[src/rtl/dram_frame_reader.sv]
// Fetches one frame from the front SDRAM buffer into the display FIFO, one read burst at a time.
// Latency: vsync_start -> rd_req in 2 cycles; each rd_data beat reaches fifo_wr 1 cycle later.
// Backpressure: a burst is requested only when the FIFO can absorb all of it; rd_req is held until rd_ack.
module dram_frame_reader #(
    parameter logic [22:0] BUFFER_A    = 23'h00000,
    parameter logic [22:0] BUFFER_B    = 23'h4B000,
    parameter int          FRAME_WORDS = 307200,
    parameter int          BURST_LEN   = 8,
    parameter int          FIFO_DEPTH  = 2048
) (
    input  logic        clk,
    input  logic        reset,
    input  logic        vsync_start,
    input  logic        wr_frame_done,
    input  logic [11:0] fifo_wrusedw,
    input  logic        fifo_wrfull,
    output logic        fifo_wr,
    output logic [15:0] fifo_data,
    output logic        rd_req,
    input  logic        rd_ack,
    output logic [22:0] rd_addr,
    output logic [1:0]  BA,
    input  logic        rd_data_valid,
    input  logic [15:0] rd_data,
    output logic        buffer_select,
    output logic        frame_busy,
    output logic        frame_end,
    output logic [1:0]  err_flags
);

    localparam int          WC_W      = $clog2(FRAME_WORDS + 1);
    localparam int          BC_W      = $clog2(BURST_LEN + 1);
    localparam logic [12:0] SPACE_LIM = 13'(FIFO_DEPTH - BURST_LEN);

    typedef enum logic [1:0] {
        IDLE,
        CHECK,
        REQ,
        DATA
    } state_t;

    state_t            state_q, state_d;
    logic [WC_W-1:0]   word_cnt_q, word_cnt_d;
    logic [BC_W-1:0]   beat_cnt_q, beat_cnt_d;
    logic              swap_pend_q, swap_pend_d;
    logic              buf_sel_q, buf_sel_d;
    logic              busy_q, busy_d;
    logic              rd_req_q, rd_req_d;
    logic [22:0]       rd_addr_q, rd_addr_d;
    logic              fifo_wr_q, fifo_wr_d;
    logic [15:0]       fifo_data_q, fifo_data_d;
    logic              frame_end_q, frame_end_d;
    logic [1:0]        err_q, err_d;

    logic              space;
    logic [22:0]       base;
    logic [WC_W-1:0]   word_cnt_nxt;

    // Reserve a whole burst of FIFO space so the write side can never overflow.
    assign space        = ~fifo_wrfull && ({1'b0, fifo_wrusedw} < SPACE_LIM);
    assign base         = buf_sel_q ? BUFFER_B : BUFFER_A;
    assign word_cnt_nxt = word_cnt_q + WC_W'(BURST_LEN);

    always_comb begin
        state_d     = state_q;
        word_cnt_d  = word_cnt_q;
        beat_cnt_d  = beat_cnt_q;
        swap_pend_d = swap_pend_q;
        buf_sel_d   = buf_sel_q;
        busy_d      = busy_q;
        rd_req_d    = rd_req_q;
        rd_addr_d   = rd_addr_q;
        fifo_wr_d   = 1'b0;
        fifo_data_d = fifo_data_q;
        frame_end_d = 1'b0;
        err_d       = err_q;

        if (wr_frame_done) begin
            swap_pend_d = 1'b1;
        end
        if (vsync_start && (state_q != IDLE)) begin
            err_d[0] = 1'b1;
        end
        if (rd_data_valid && (state_q != DATA)) begin
            err_d[1] = 1'b1;
        end

        case (state_q)
            IDLE: begin
                if (vsync_start) begin
                    // A frame-done pulse arriving with vsync is consumed by this swap.
                    if (swap_pend_q || wr_frame_done) begin
                        buf_sel_d   = ~buf_sel_q;
                        swap_pend_d = 1'b0;
                    end
                    word_cnt_d = '0;
                    beat_cnt_d = '0;
                    busy_d     = 1'b1;
                    state_d    = CHECK;
                end
            end
            CHECK: begin
                if (space) begin
                    rd_req_d  = 1'b1;
                    rd_addr_d = base + 23'(word_cnt_q);
                    state_d   = REQ;
                end
            end
            REQ: begin
                if (rd_ack) begin
                    rd_req_d   = 1'b0;
                    beat_cnt_d = '0;
                    state_d    = DATA;
                end
            end
            DATA: begin
                if (rd_data_valid) begin
                    fifo_wr_d   = 1'b1;
                    fifo_data_d = rd_data;
                    if (beat_cnt_q == BC_W'(BURST_LEN - 1)) begin
                        beat_cnt_d = '0;
                        word_cnt_d = word_cnt_nxt;
                        if (word_cnt_nxt == WC_W'(FRAME_WORDS)) begin
                            busy_d      = 1'b0;
                            frame_end_d = 1'b1;
                            state_d     = IDLE;
                        end else begin
                            state_d = CHECK;
                        end
                    end else begin
                        beat_cnt_d = beat_cnt_q + 1'b1;
                    end
                end
            end
            default: state_d = IDLE;
        endcase
    end

    always_ff @(posedge clk) begin
        if (!reset) begin
            state_q     <= IDLE;
            word_cnt_q  <= '0;
            beat_cnt_q  <= '0;
            swap_pend_q <= 1'b0;
            buf_sel_q   <= 1'b0;
            busy_q      <= 1'b0;
            rd_req_q    <= 1'b0;
            rd_addr_q   <= '0;
            fifo_wr_q   <= 1'b0;
            fifo_data_q <= '0;
            frame_end_q <= 1'b0;
            err_q       <= '0;
        end else begin
            state_q     <= state_d;
            word_cnt_q  <= word_cnt_d;
            beat_cnt_q  <= beat_cnt_d;
            swap_pend_q <= swap_pend_d;
            buf_sel_q   <= buf_sel_d;
            busy_q      <= busy_d;
            rd_req_q    <= rd_req_d;
            rd_addr_q   <= rd_addr_d;
            fifo_wr_q   <= fifo_wr_d;
            fifo_data_q <= fifo_data_d;
            frame_end_q <= frame_end_d;
            err_q       <= err_d;
        end
    end

    assign fifo_wr       = fifo_wr_q;
    assign fifo_data     = fifo_data_q;
    assign rd_req        = rd_req_q;
    assign rd_addr       = rd_addr_q;
    assign BA            = 2'b00;
    assign buffer_select = buf_sel_q;
    assign frame_busy    = busy_q;
    assign frame_end     = frame_end_q;
    assign err_flags     = err_q;

endmodule

[config.mk]
export PLATFORM = sky130hd
export DESIGN_NAME = dram_frame_reader
export DESIGN_NICKNAME = d
export VERILOG_FILES = /design/src/rtl/dram_frame_reader.sv
export SDC_FILE = /design/constraint.sdc
export NUM_CORES = 1
export LEC_CHECK = 0
export ABC_CLOCK_PERIOD_IN_PS = 2250
export CORE_ASPECT_RATIO = 0.75
export CORE_MARGIN = 5
export CORE_UTILIZATION = 25
export DETAILED_ROUTE_END_ITERATION = 10
export HOLD_SLACK_MARGIN = 0.12
export PLACE_DENSITY = 0.48
export SYNTH_ARGS = -nofsm -noshare
export SYNTH_HDL_FRONTEND = slang
export SYNTH_SLANG_ARGS = --single-unit
[constraint.sdc]
create_clock -name clk -period 2.25 [get_ports clk]
set_input_delay 0.3375 -clock clk [delete_from_list [all_inputs] [get_ports clk]]
set_output_delay 0.3375 -clock clk [all_outputs]
set_load 0.1 [all_outputs]
# Word-level counts from Yosys, hierarchy flattened
# Index checks and enable logic that the tools add are counted.
[word_totals]
register_bits = 72
input_bits = 35
output_inout_bits = 48
wordCells = 81
[op_classes]
addsub = 3
magnitude_cmp = 1
eq_ne = 12
muxes = 31
bitwise = 2
reduce_logical = 19
[op_table]
columns = ["op", "count"]
rows = [
  ["19-bit two-way mux", 4],
  ["19-bit one-hot mux with 2 select lines", 1],
  ["19-bit by 19-bit adder with 20-bit output", 1],
  ["19-bit by 4-bit adder with 19-bit output (second input constant)", 1],
  ["19-bit == test (second input constant)", 1],
  ["4-bit two-way mux", 4],
  ["2-bit != test (second input constant)", 7],
  ["1-bit two-way mux", 13],
  ["12-bit by 11-bit < comparator with 1-bit output (second input constant)", 1],
  ["4-bit one-hot mux with 3 select lines", 1],
  ["4-bit AND reduction", 3],
  ["2-bit two-way mux", 5],
  ["5-bit AND reduction", 2],
  ["2-bit one-hot mux with 4 select lines", 1],
  ["2-bit AND reduction", 3],
  ["3-bit AND reduction", 2],
  ["2-bit nonzero test", 3],
  ["4-bit by 1-bit adder with 4-bit output (second input constant)", 1],
  ["2-bit == test (second input constant)", 2],
  ["4-bit by 3-bit == test with 1-bit output (second input constant)", 1],
  ["1-bit one-hot mux with 2 select lines", 2],
  ["1-bit logical AND", 3],
  ["3-bit nonzero test", 1],
  ["2-bit by 1-bit == test with 1-bit output (second input constant)", 1],
  ["other kinds (3)", 4],
]

# Depth between registers and ports, before layout
# Gate-level depths: netlist of run 1.
[logic_depth]
depth_word = 6
ltp_mapped = 8
mapped_depth_nobuf = 8

# Worst setup path after synthesis of run 1
# OpenSTA, ideal clock, no wires.
[synth_path]
path_type = "register to register"
start = "register buf_sel_q, in the netlist buffer_select"
end = "register rd_addr_q[18], in the netlist rd_addr[18]"
setup_ns = 0.086
arrival_time_ns = 2.288
required_time_ns = 2.164
slack_ns = -0.123
path_stages_with_launch = 9
path_buffers = 0
period_less_slack_ns = 2.373
cell_sequence = "dfxtp_1 -> ha_1 -> inv_1 -> fa_1 -> inv_1 -> a31oi_1 -> nor2_1 -> xnor2_1 -> a211oi_1"
[synth_via]
elab_chain_cells = 2
[synth_rtl]
columns = ["element", "line_no", "source"]
rows = [
  ["start, declared", "46", "logic buf_sel_q, buf_sel_d;"],
  ["start signal, assigned", "158", "buf_sel_q <= buf_sel_d;"],
  ["19-bit two-way mux", "61", "assign base = buf_sel_q ? BUFFER_B : BUFFER_A;"],
  ["19-bit by 19-bit adder with 20-bit output", "105", "rd_addr_d = base + 23'(word_cnt_q);"],
  ["end signal, assigned", "161", "rd_addr_q <= rd_addr_d;"],
  ["end, declared", "49", "logic [22:0] rd_addr_q, rd_addr_d;"],
]
# Every way passes these cells.
# A chain may end at the register's enable or synchronous reset.

# Worst setup path in the final report of run 1
[layout_path]
start = "register state_q[0]"
end = "register word_cnt_q[18]"
[layout_via]
elab_chain_cells = 3
elab_cells_between_ends = 8
cone_classes = "eq/ne: 4; mux: 1; reduce/logical: 3"
[layout_rtl]
columns = ["element", "line_no", "source"]
rows = [
  ["start, declared", "42", "state_t state_q, state_d;"],
  ["start signal, assigned", "154", "state_q <= state_d;"],
  ["2-bit == test / 2-bit zero test (equally long branches)", "88", "case (state_q)"],
  ["2-bit != test (no source line) / 2-bit nonzero test (equally long branches)", "n/a", ""],
  ["4-bit AND reduction (no source line)", "n/a", ""],
  ["end signal, assigned", "155", "word_cnt_q <= word_cnt_d;"],
  ["end, declared", "43", "logic [WC_W-1:0] word_cnt_q, word_cnt_d;"],
]
# Several ways; a longest one is shown, not always the timed one.

==> results by group, run 1 <==
Status
  – Status: completed

Timing
  – Worst slew margin: 0.530
  – Max Clock Skew: roughly 0.0072 ns
  – Endpoints failing setup: 0
  – FMAX: roughly 500 MHz
  – Period utilisation layout: 0.894
  – Final Hold Vio Count: 0
  – Final WS setup: 0.239 ns
  – Minimum clock period: 2.01 ns
  – RSZ-0062 raised after global routing: no
  – Setup TNS Final: 0 ns
  – Worst slew pin tran: 0.703 ns
  – Max-slew violation count: 0

Synth
  – Ranking of synthesized cells by area: dfxtp_1 40%, nand2_1 8.5%, a21oi_1 8.4%
  – Mapped Area: about 3200 sq um
  – Average size of a mapped cell: 8.27 sq um
  – Post-synth EDFFs: 0
  – Sequential area share after synthesis: 0.397
  – Ys async rst share: 0
  – Cell variety after synth: 62
  – Seq cells post-synth: 63
  – Post-synth top flop: dfxtp_1
  – Synth Instances: 384
  – Yosys Warn Count: 0
  – Post-synth top area share: 0.397
  – Largest area contributor in the netlist: dfxtp_1

Setup path
  – Worst-path maximum fanout: 9
  – CP Capture Point: word_cnt_q[18]
  – Max incr delay on CP: 0.43 ns
  – FF-to-FF setup slack: ~0.24 ns
  – FF-to-FF End: word_cnt_q[18]
  – Startpoint Class: flop
  – Critical path's slowest cell: dfxtp_1
  – Data required time at the worst endpoint: around 2.5 ns
  – Crit end category: flop
  – Critical path class: flop to flop
  – CP Cell Sequence: inv_1, ha_1, a221oi_2, nand2_2, nor2_1, a31oi_1, a311oi_1
  – Critical Path Source: state_q[0]
  – Critical path arrival: about 2.3 ns
  – Depth of the most critical reg-to-reg path: 7
  – RR Startpoint: state_q[0]

Floorplanning
  – Die W: 140 microns
  – Full die area: around 15,000 sq um
  – Die span in y: 108 microns
  – Core ar.: between 10,000 and 15,000 sq um
  – # rows: 35
  – I/O Pins: 83
  – Initial cell density of the core: 0.257

Clock tree
  – CTS sink count: 63
  – CTS H-tree depth: 3
  – Resize count post-CTS: 0
  – Max clock buf depth: 2
  – Worst-path clk slew: 0.05 ns
  – Num CTS Buffers: 9
  – CTS Root Cell: clkbuf_16
  – Setup bufs post-CTS: 0
  – Clock Latency Late Sink: between 0.3 and 0.4 ns
  – CTS tree: yes
  – Cts hold-fix bufs: 0

Placed design
  – Detailed Place HPWL: 6110 microns
  – Worst slack, placed: 0.0830 ns
  – Gpl congestion: 0.749
  – IO buf count: 71

GRT
  – Largest net degree at the start of global routing: between 50 and 60
  – Vias in the first global route: 2,761
  – Total track usage: 0.114
  – Initial antenna violation count: 0
  – Grt ovf: 0
  – Global-route wire length before repair: 13,800 microns

Hold path
  – Worst Hold Class: flop to flop

Drt
  – Detailed-route via count: 2,816
  – Vias per Instance: 4.48
  – Post-route ant nets: 0
  – DRC viols: 0
  – Initial DRC Count: about 150
  – First-pass DRT Iterations: 4
  – Routed len/inst: 13.2 microns
  – Final wirelength: around 8300 microns

Finish
  – N_diodes: 0
  – Layout cells sized above 1: 0.192
  – Filler instances: 1,310
  – Area Overhead vs Synth: 34.0%
  – Final net count: 505
  – Register Area: ~1300 sq um
  – Area of the multi-input gates: about 1700 sq um

Pwr
  – PD cells: roughly 920 nW/um^2
  – Worst vdd ir: 0.370 mV
  – Pleak: 1.65 nW
  – Total power: 3.90 mW

Flow run
  – Maxcap violations: 0
-- area by class of cell --
cell class,count,area share
Clock buffer,12,0.0626
Clock inverter,4,0.00676
Inverter,12,0.0106
Multi-Input combinational cell,285,0.397
Sequential cell,63,0.297
Tap cell,166,0.0488
Timing Repair Buffer,87,0.178
-- power breakdown --
| part | leakage [nW] | internal [mW] | switching, mW |
|---|---|---|---|
| clock network | 0.141 | 0.835 | 0.502 |
| logic | 1.00 | 0.458 | 0.858 |
| registers | 0.510 | 1.19 | 0.0582 |
-- cells in the final DEF (no fill, tap or decap), types with 3 or more instances in the layout --
master / netlist / layout
nor3_1: 6 / 6
buf_4: 9 / 54
clkbuf_8: 1 / 3
nor2b_1: 4 / 4
o21ai_0: 13 / 13
nor2_1: 27 / 27
dfxtp_1: 63 / 62
a21oi_1: 53 / 53
a211oi_1: 4 / 4
a31oi_1: 4 / 4
nor4_1: 4 / 4
nor3b_1: 3 / 3
nand3_1: 9 / 9
nand2_1: 72 / 72
and2_1: 3 / 3
clkdlybuf4s50_1: 0 / 31
nand4b_1: 3 / 3
and4_1: 4 / 4
conb_1: 1 / 8
clkbuf_16: 0 / 9
inv_1: 12 / 12
ha_1: 11 / 11
nand4_1: 5 / 5
xnor2_1: 8 / 8
-- worst min path at each step --
stage / start / end / cells past startpoint
3_3_place_gp: fifo_data[3] / fifo_data[3] / 2
2_1_floorplan: vsync_start / swap_pend_q / 1
5_1_grt: fifo_data[15] / fifo_data[15] / 2
3_5_place_dp: fifo_data[11] / fifo_data[11] / 2
6_report: rd_addr[4] / rd_addr[4] / 2
4_1_cts: rd_addr[7] / rd_addr[7] / 2
-- Yosys cell counts (3+ instances only) --
cell	number
nor3_1	6
xnor2_1	8
a211oi_1	4
a21oi_1	53
buf_6	5
nor2b_1	4
buf_2	3
and2_1	3
nor4_1	4
inv_1	12
nor3b_1	3
nand2_1	72
clkbuf_1	11
nand3_1	9
ha_1	11
dfxtp_1	63
nand4b_1	3
o21ai_0	13
nand4_1	5
nor2_1	27
a31oi_1	4
buf_4	9
and4_1	4
-- stage by stage --
stage / instances / hold WS, ns / util / area (sq um)
2_1_floorplan: 391 / 0.431 / - / 3200
3_3_place_gp: 613 / 0.444 / 0.321 / 3960
3_5_place_dp: 613 / 0.449 / 0.321 / 3960
4_1_cts: 629 / 0.456 / 0.344 / 4250
5_1_grt: 629 / 0.476 / 0.344 / 4250
6_report: 629 / 0.452 / 0.344 / 4250
-- routing by layer --
layer / GRT usage / vias up / part of all wire
met5: 0 / - / 0
met4: 0.0318 / 0 / 0.0061
met3: 0.0444 / 5 / 0.060
met2: 0.170 / 68 / 0.44
met1: 0.153 / 1282 / 0.50
li1: - / 1461 / -
-- worst max-delay path, delay by kind of cell (launching register included) --
family	cells	cell delay, ns
buf+inv	1	0.12
compound gates	3	0.73
simple gates	2	0.39
fa+ha+maj	1	0.24
flops	1	0.43
-- registers in the layout, indices dropped and copies added, names as in the netlist --
name           cells
word_cnt_q        16
frame_end          1
err_flags          2
state_q            2
buffer_select      1
fifo_wr            1
frame_busy         1
swap_pend_q        1
rd_req             1
beat_cnt_q         4
rd_addr           17
fifo_data         16
-- cells by family after synthesis --
logic type               count (synthesis)  synth area share
AND/OR/NAND/NOR                        158             0.249
AO/OA/AOI/OAI                           94             0.184
flip-flops                              63             0.397
buffers and inverters                   43            0.0792
adder cells (fa/ha/maj)                 12            0.0497
XOR/XNOR                                10            0.0300
multiplexers                             3           0.00985
other                                    1           0.00118
No activity file was read; power rests on OpenSTA's default activity.
==> inputs of run 2 (changes only) <==
- CORE_UTILIZATION: 25 -> 45
- PLACE_DENSITY: 0.48 -> 0.76
==> run 2 against run 1 <==
First-iteration DRC count grew 24%. Critical path type unchanged. Critical endpoint is now state_q[0]. Global-route usage grew 6.1 points. Hold slack gained 0.0014 ns. Largest cell class unchanged.
==> results by group, run 2 (synthesis gave the netlist of run 1 again) <==
Timing
  – Minimum clock period: 2.07 ns (+0.0617 ns)
  – Worst slew pin tran: 0.577 ns (-0.126 ns)
  – Setup TNS Final: 0 ns (unchanged)
  – Max-slew violation count: 0 (unchanged)
  – Endpoints failing setup: 0 (unchanged)
  – Worst slew margin: 0.614 (+0.0846)
  – RSZ-0062 raised after global routing: no
  – Period utilisation layout: 0.921 (+0.0274)
  – FMAX: 482 MHz (-3.0%)
  – Max Clock Skew: 0.0106 ns (+0.00336 ns)
  – Final Hold Vio Count: 0 (unchanged)

Drt
  – Routed len/inst: 13.8 microns (+4.2%)
  – Detailed-route via count: 2,861 (+1.6%)
  – First-pass DRT Iterations: 5 (+1)
  – Post-route ant nets: 0 (unchanged)
  – Final wirelength: 7520 microns (-9.6%)
  – Initial DRC Count: 184 (+24%)
  – Vias per Instance: 5.24 (+17%)
  – DRC viols: 0 (unchanged)

Finish
  – Largest register FFs: 17 (unchanged)
  – Utilization after layout: 0.590 (+0.245)
  – Layout cells sized above 1: 0.190 (-0.00175)
  – Area Overhead vs Synth: 27.0%
  – Final Cell Area: 4030 sq um (-5.3%)
  – N_diodes: 0 (unchanged)
  – Commonest non-fill, non-tap cell in the layout: nand2_1
  – Filler instances: 641 (-51%)
  – Final net count: 504 (-0.20%)
  – Register Area: 1260 sq um (unchanged)
  – Area of the multi-input gates: 1690 sq um (unchanged)
  – Most frequent cells in the layout: 72 x nand2_1, 62 x dfxtp_1, 55 x buf_4

Clock tree
  – CTS sink count: 63 (unchanged)
  – Num CTS Buffers: 9 (unchanged)
  – Max clock buf depth: 2 (unchanged)
  – Clock Latency Late Sink: 0.35 ns (+0.02 ns)
  – CTS Root Cell: clkbuf_8
  – Resize count post-CTS: 0 (unchanged)
  – CTS H-tree depth: 3 (unchanged)
  – Setup bufs post-CTS: 0 (unchanged)
  – Cts hold-fix bufs: 0 (unchanged)
  – Worst-path clk slew: 0.07 ns (+0.02 ns)
  – CTS tree: yes

Hold path
  – Min-Delay Endpoint: rd_addr[16]
  – Worst Hold Class: flop to flop
  – Hold Path Stages: 2 (unchanged)
  – Hold path startpoint: rd_addr[16]

Pwr
  – Pleak: 1.60 nW (-3.2%)
  – PD cells: 873 nW/um^2 (-4.8%)
  – Total power: 3.52 mW (-9.8%)
  – Worst vdd ir: 0.596 mV (+61%)

Setup path
  – FF-to-FF setup slack: 0.18 ns (-0.06 ns)
  – Critical path's slowest cell: dfxtp_1
  – Cell mode on critical path: and3_4
  – RR Startpoint: word_cnt_q[3]
  – Data required time at the worst endpoint: 2.49 ns (about the same)
  – CP Cell Sequence: ha_1, and3_4, and4_4, and3_4, xnor2_2, a41oi_2, o21a_1
  – Critical path arrival: 2.31 ns (+0.06 ns)
  – Max incr delay on CP: 0.50 ns (+0.07 ns)
  – Startpoint Class: flop
  – Worst-path maximum fanout: 9 (unchanged)
  – Critical path class: flop to flop
  – Depth of the most critical reg-to-reg path: 7 (unchanged)
  – Crit end category: flop
  – FF-to-FF End: state_q[0]

Status
  – Status: completed

Floorplanning
  – Die W: 107 microns (-24%)
  – Full die area: 8850 sq um (-41%)
  – Core ar.: 6830 sq um (-45%)
  – Die span in y: 82.7 microns (-23%)
  – # rows: 26 (-26%)
  – I/O Pins: 83 (unchanged)
  – Initial cell density of the core: 0.465 (+0.208)

Placed design
  – IO buf count: 71 (unchanged)
  – Detailed Place HPWL: 5570 microns (-8.9%)
  – Gpl congestion: 0.850 (+13%)
  – Placed inst area: 3820 sq um (-3.4%)

GRT
  – Initial antenna violation count: 0 (unchanged)
  – Total track usage: 0.175 (+0.0612)
  – Largest net degree at the start of global routing: 27 (-53%)
  – Grt ovf: 0 (unchanged)
  – Vias in the first global route: 2,724 (-1.3%)
  – Global-route wire length before repair: 12,500 microns (-9.9%)

Flow run
  – Maxcap violations: 0 (unchanged)
run 2: cell types whose count changed in the layout (fill, tap and decap cells not counted):
cell,before,now
clkinv_4,1,2
bufinv_16,0,1
buf_12,2,0
clkinvlp_4,2,1
buf_4,54,55
clkbuf_8,3,10
inv_6,0,1
clkbuf_16,9,0
run 2: worst max-delay path: cells and delay by family (launching register included):
kind            cells  cell delay, ns
compound gates      2            0.32
xor+xnor            1            0.14
fa+ha+maj           1            0.28
flops               1            0.50
simple gates        3            0.71
run 2: worst max-delay path by stage:
stage | startpoint | to | slack [ns] | cells past startpoint
after detailed placement | vsync_start | word_cnt_q[15] | 0.08 | 8
after global routing | state_q[0] | word_cnt_q[11] | 0.02 | 8
after CTS | word_cnt_q[3] | frame_end | 0.17 | 7
final | word_cnt_q[3] | state_q[0] | 0.18 | 7
after global placement | vsync_start | word_cnt_q[11] | 0.12 | 7
after floorplan | buffer_select | rd_addr[18] | 0.25 | 8
run 2: routing by layer:
metal,track usage,up-vias,share of wire,routed length (microns)
met2,0.282,78,0.46,3460
met1,0.228,1322,0.47,3550
met5,0,-,0,0
met4,0.0383,0,0.0080,60
met3,0.0622,6,0.059,445
li1,-,1455,-,-
run 2: power breakdown:
part,leakage (nW),total (mW),internal [mW],switching (mW)
Sequential,0.510,1.24,1.18,0.0594
Combinational,0.987,1.26,0.416,0.842
Clock,0.103,1.01,0.547,0.468
Total,1.60,3.52,2.15,1.37
run 2: layout make-up:
cell class              count  area share
multi-input cells         285       0.419
inverters                  12      0.0112
clock buffers              10      0.0342
flip-flops and latches     63       0.313
clock inverters             6      0.0171
repair buffers             86       0.179
well taps                  84      0.0261
run 2: per-stage QoR:
step                      worst slack, ns  hold WS [ns]  instances
final                               0.177         0.453        546
after global routing               0.0194         0.470        546
after floorplan                     0.248         0.431        391
after CTS                           0.171         0.456        546
after global placement              0.119         0.443        530
after detailed placement           0.0842         0.447        530
==> inputs of run 3 (changes only) <==
- ABC_CLOCK_PERIOD_IN_PS: 2250 -> 1800
- CORE_UTILIZATION: 45 -> 44
- PLACE_DENSITY: 0.76 -> 0.77
- clock period: 2.25 -> 1.8 ns (I/O delays scaled with it)
==> run 3 against run 2 <==
Clock skew decreased by 0.0045 ns. Die area up 2.0%. Combinational power grew 63%. Core utilization rose by 6.9 points. Global-route usage rose by 1.8 points. Critical path type unchanged. Highest routed layer unchanged.
==> results by group, run 3 (synthesis gave the netlist of run 1 again) <==
Status
  – Status: completed

Pwr
  – Sw power: 1.90 mW (+39%)
  – Clock power share: 0.227 (-0.062)
  – PD cells: 1030 nW/um^2 (+18%)
  – Comb power frac: 0.435 (+0.077)
  – Pleak: 1.81 nW (+13%)
  – Sw frac: 0.403 (+0.0139)
  – Pint: 2.81 mW (+31%)
  – Worst vdd ir: 0.680 mV (+14%)
  – Share of power burned in registers: 0.338 (-0.016)

Finish
  – Largest register FFs: 17 (unchanged)
  – Area of the multi-input gates: 1880 sq um (+11%)
  – Most frequent cells in the layout: 79 x buf_4, 72 x nand2_1, 55 x dfxtp_1
  – Layout cells sized above 1: 0.316 (+0.125)
  – Final net count: 539 (+6.9%)
  – Commonest non-fill, non-tap cell in the layout: buf_4
  – Register Area: 1280 sq um (+1.3%)
  – Filler instances: 588 (-8.3%)
  – Area Overhead vs Synth: 43.8%
  – N_diodes: 0 (unchanged)

Setup path
  – Worst-path maximum fanout: 4 (-5)
  – Critical path class: flop to flop
  – Startpoint Class: flop
  – Data required time at the worst endpoint: 2.04 ns (-0.45 ns)
  – FF-to-FF setup slack: 0.02 ns (-0.16 ns)
  – Crit end category: flop
  – Critical path arrival: 2.02 ns (-0.29 ns)

Floorplanning
  – I/O Pins: 83 (unchanged)
  – Core ar.: 6930 sq um (+1.4%)
  – # rows: 26 (unchanged)
  – Full die area: 9030 sq um (+2.0%)
  – Die span in y: 83.6 microns (+0.99%)
  – Die W: 108 microns (+1.0%)
  – Initial cell density of the core: 0.458 (-0.00654)

Drt
  – Detailed-route via count: 3,083 (+7.8%)
  – Initial DRC Count: 170 (-7.6%)
  – Vias per Instance: 5.18 (-1.1%)
  – Final wirelength: 8500 microns (+13%)
  – First-pass DRT Iterations: 4 (-1)
  – DRC viols: 0 (unchanged)
  – Post-route ant nets: 0 (unchanged)
  – Routed len/inst: 14.3 microns (+3.8%)

GRT
  – Vias in the first global route: 3,040 (+12%)
  – Global-route wire length before repair: 14,100 microns (+13%)
  – Total track usage: 0.193 (+0.0181)
  – Grt ovf: 0 (unchanged)
  – Largest net degree at the start of global routing: 39 (+44%)
  – Initial antenna violation count: 0 (unchanged)

Placed design
  – Detailed Place HPWL: 6140 microns (+10%)
  – IO buf count: 71 (unchanged)
  – Gpl congestion: 0.876 (+3.1%)

Hold path
  – Worst Hold Class: flop to flop

Clock tree
  – Clock Latency Late Sink: 0.35 ns (about the same)
  – Max clock buf depth: 2 (unchanged)
  – CTS sink count: 63 (unchanged)
  – CTS H-tree depth: 3 (unchanged)
  – CTS Root Cell: clkbuf_8
  – Worst-path clk slew: 0.07 ns (about the same)
  – CTS tree: yes
  – Num CTS Buffers: 9 (unchanged)
  – Cts hold-fix bufs: 0 (unchanged)

Timing
  – Period utilisation layout: 0.989 (+0.0674)
  – FMAX: 562 MHz (+16%)
  – Endpoints failing setup: 0 (unchanged)
  – RSZ-0062 raised after global routing: yes
  – Max-slew violation count: 0 (unchanged)
  – Max Clock Skew: 0.00613 ns (-0.00447 ns)
  – Setup TNS Final: 0 ns (unchanged)
  – Hold slack: 0.454 ns (+0.000389 ns)
  – Final Hold Vio Count: 0 (unchanged)
  – Minimum clock period: 1.78 ns (-0.293 ns)

Flow run
  – Maxcap violations: 0 (unchanged)
[run 3: final timing paths]
kind	from	end	cells after the start
hold / removal	rd_addr[7]	rd_addr[7]	2
setup reg to reg	word_cnt_q[3]	state_q[0]	7
hold reg to reg	rd_addr[7]	rd_addr[7]	2
setup / recovery	word_cnt_q[3]	state_q[0]	7
[run 3: power by group through the flow]
stage / Sequential, mW / Combinational (mW) / Clock, mW
global placement: 1.59 / 1.72 / 0
detailed placement: 1.59 / 1.78 / 0
finish: 1.59 / 2.05 / 1.07
CTS: 1.56 / 1.95 / 1.11
floorplan: 1.99 / 0.799 / 0
global route: 1.61 / 2.19 / 1.17
[run 3: area by class of cell]
class                   count  share of cell area
well taps                  98              0.0269
multi-input cells         286               0.411
clock inverters             7              0.0107
clock buffers               9              0.0271
inverters                  12              0.0104
flip-flops and latches     63               0.280
repair buffers            120               0.234
[run 3: metal layers]
layer  vias up  wire length (microns)  global-route usage
met5         -                      0                   0
met4         0                     74              0.0734
met3         7                    574              0.0526
met2       107                   4140               0.312
met1      1434                   3710               0.244
li1       1535                      -                   -
[run 3: timing repair]
| action | CTS | global route |
|---|---|---|
| gates resized for setup | 14 | 40 |
| pin swaps | 2 | 11 |
| cloned | 1 | 0 |
| buffers inserted | 3 | 3 |
| setup endpoints to repair | 17 | 20 |
[run 3: through the flow]
step                area (sq um)  setup WS [ns]  utilization  power, mW  cells
floorplan                   3240         0.0114            -       2.79    391
detailed placement          4160         -0.282        0.601       3.37    572
global placement            4160         -0.212        0.601       3.31    572
global route                4570        -0.0701        0.659       4.97    595
CTS                         4410       -0.00357        0.636       4.62    592
finish                      4570         0.0202        0.659       4.72    595
[run 3: worst max-delay path, stage by stage, from the launching register on]
cell	delay, ns
dfxtp_2	0.32
ha_2	0.18
and3_4	0.20
or3b_4	0.37
a21oi_2	0.15
o22a_2	0.20
a41oi_2	0.09
o21a_1	0.17
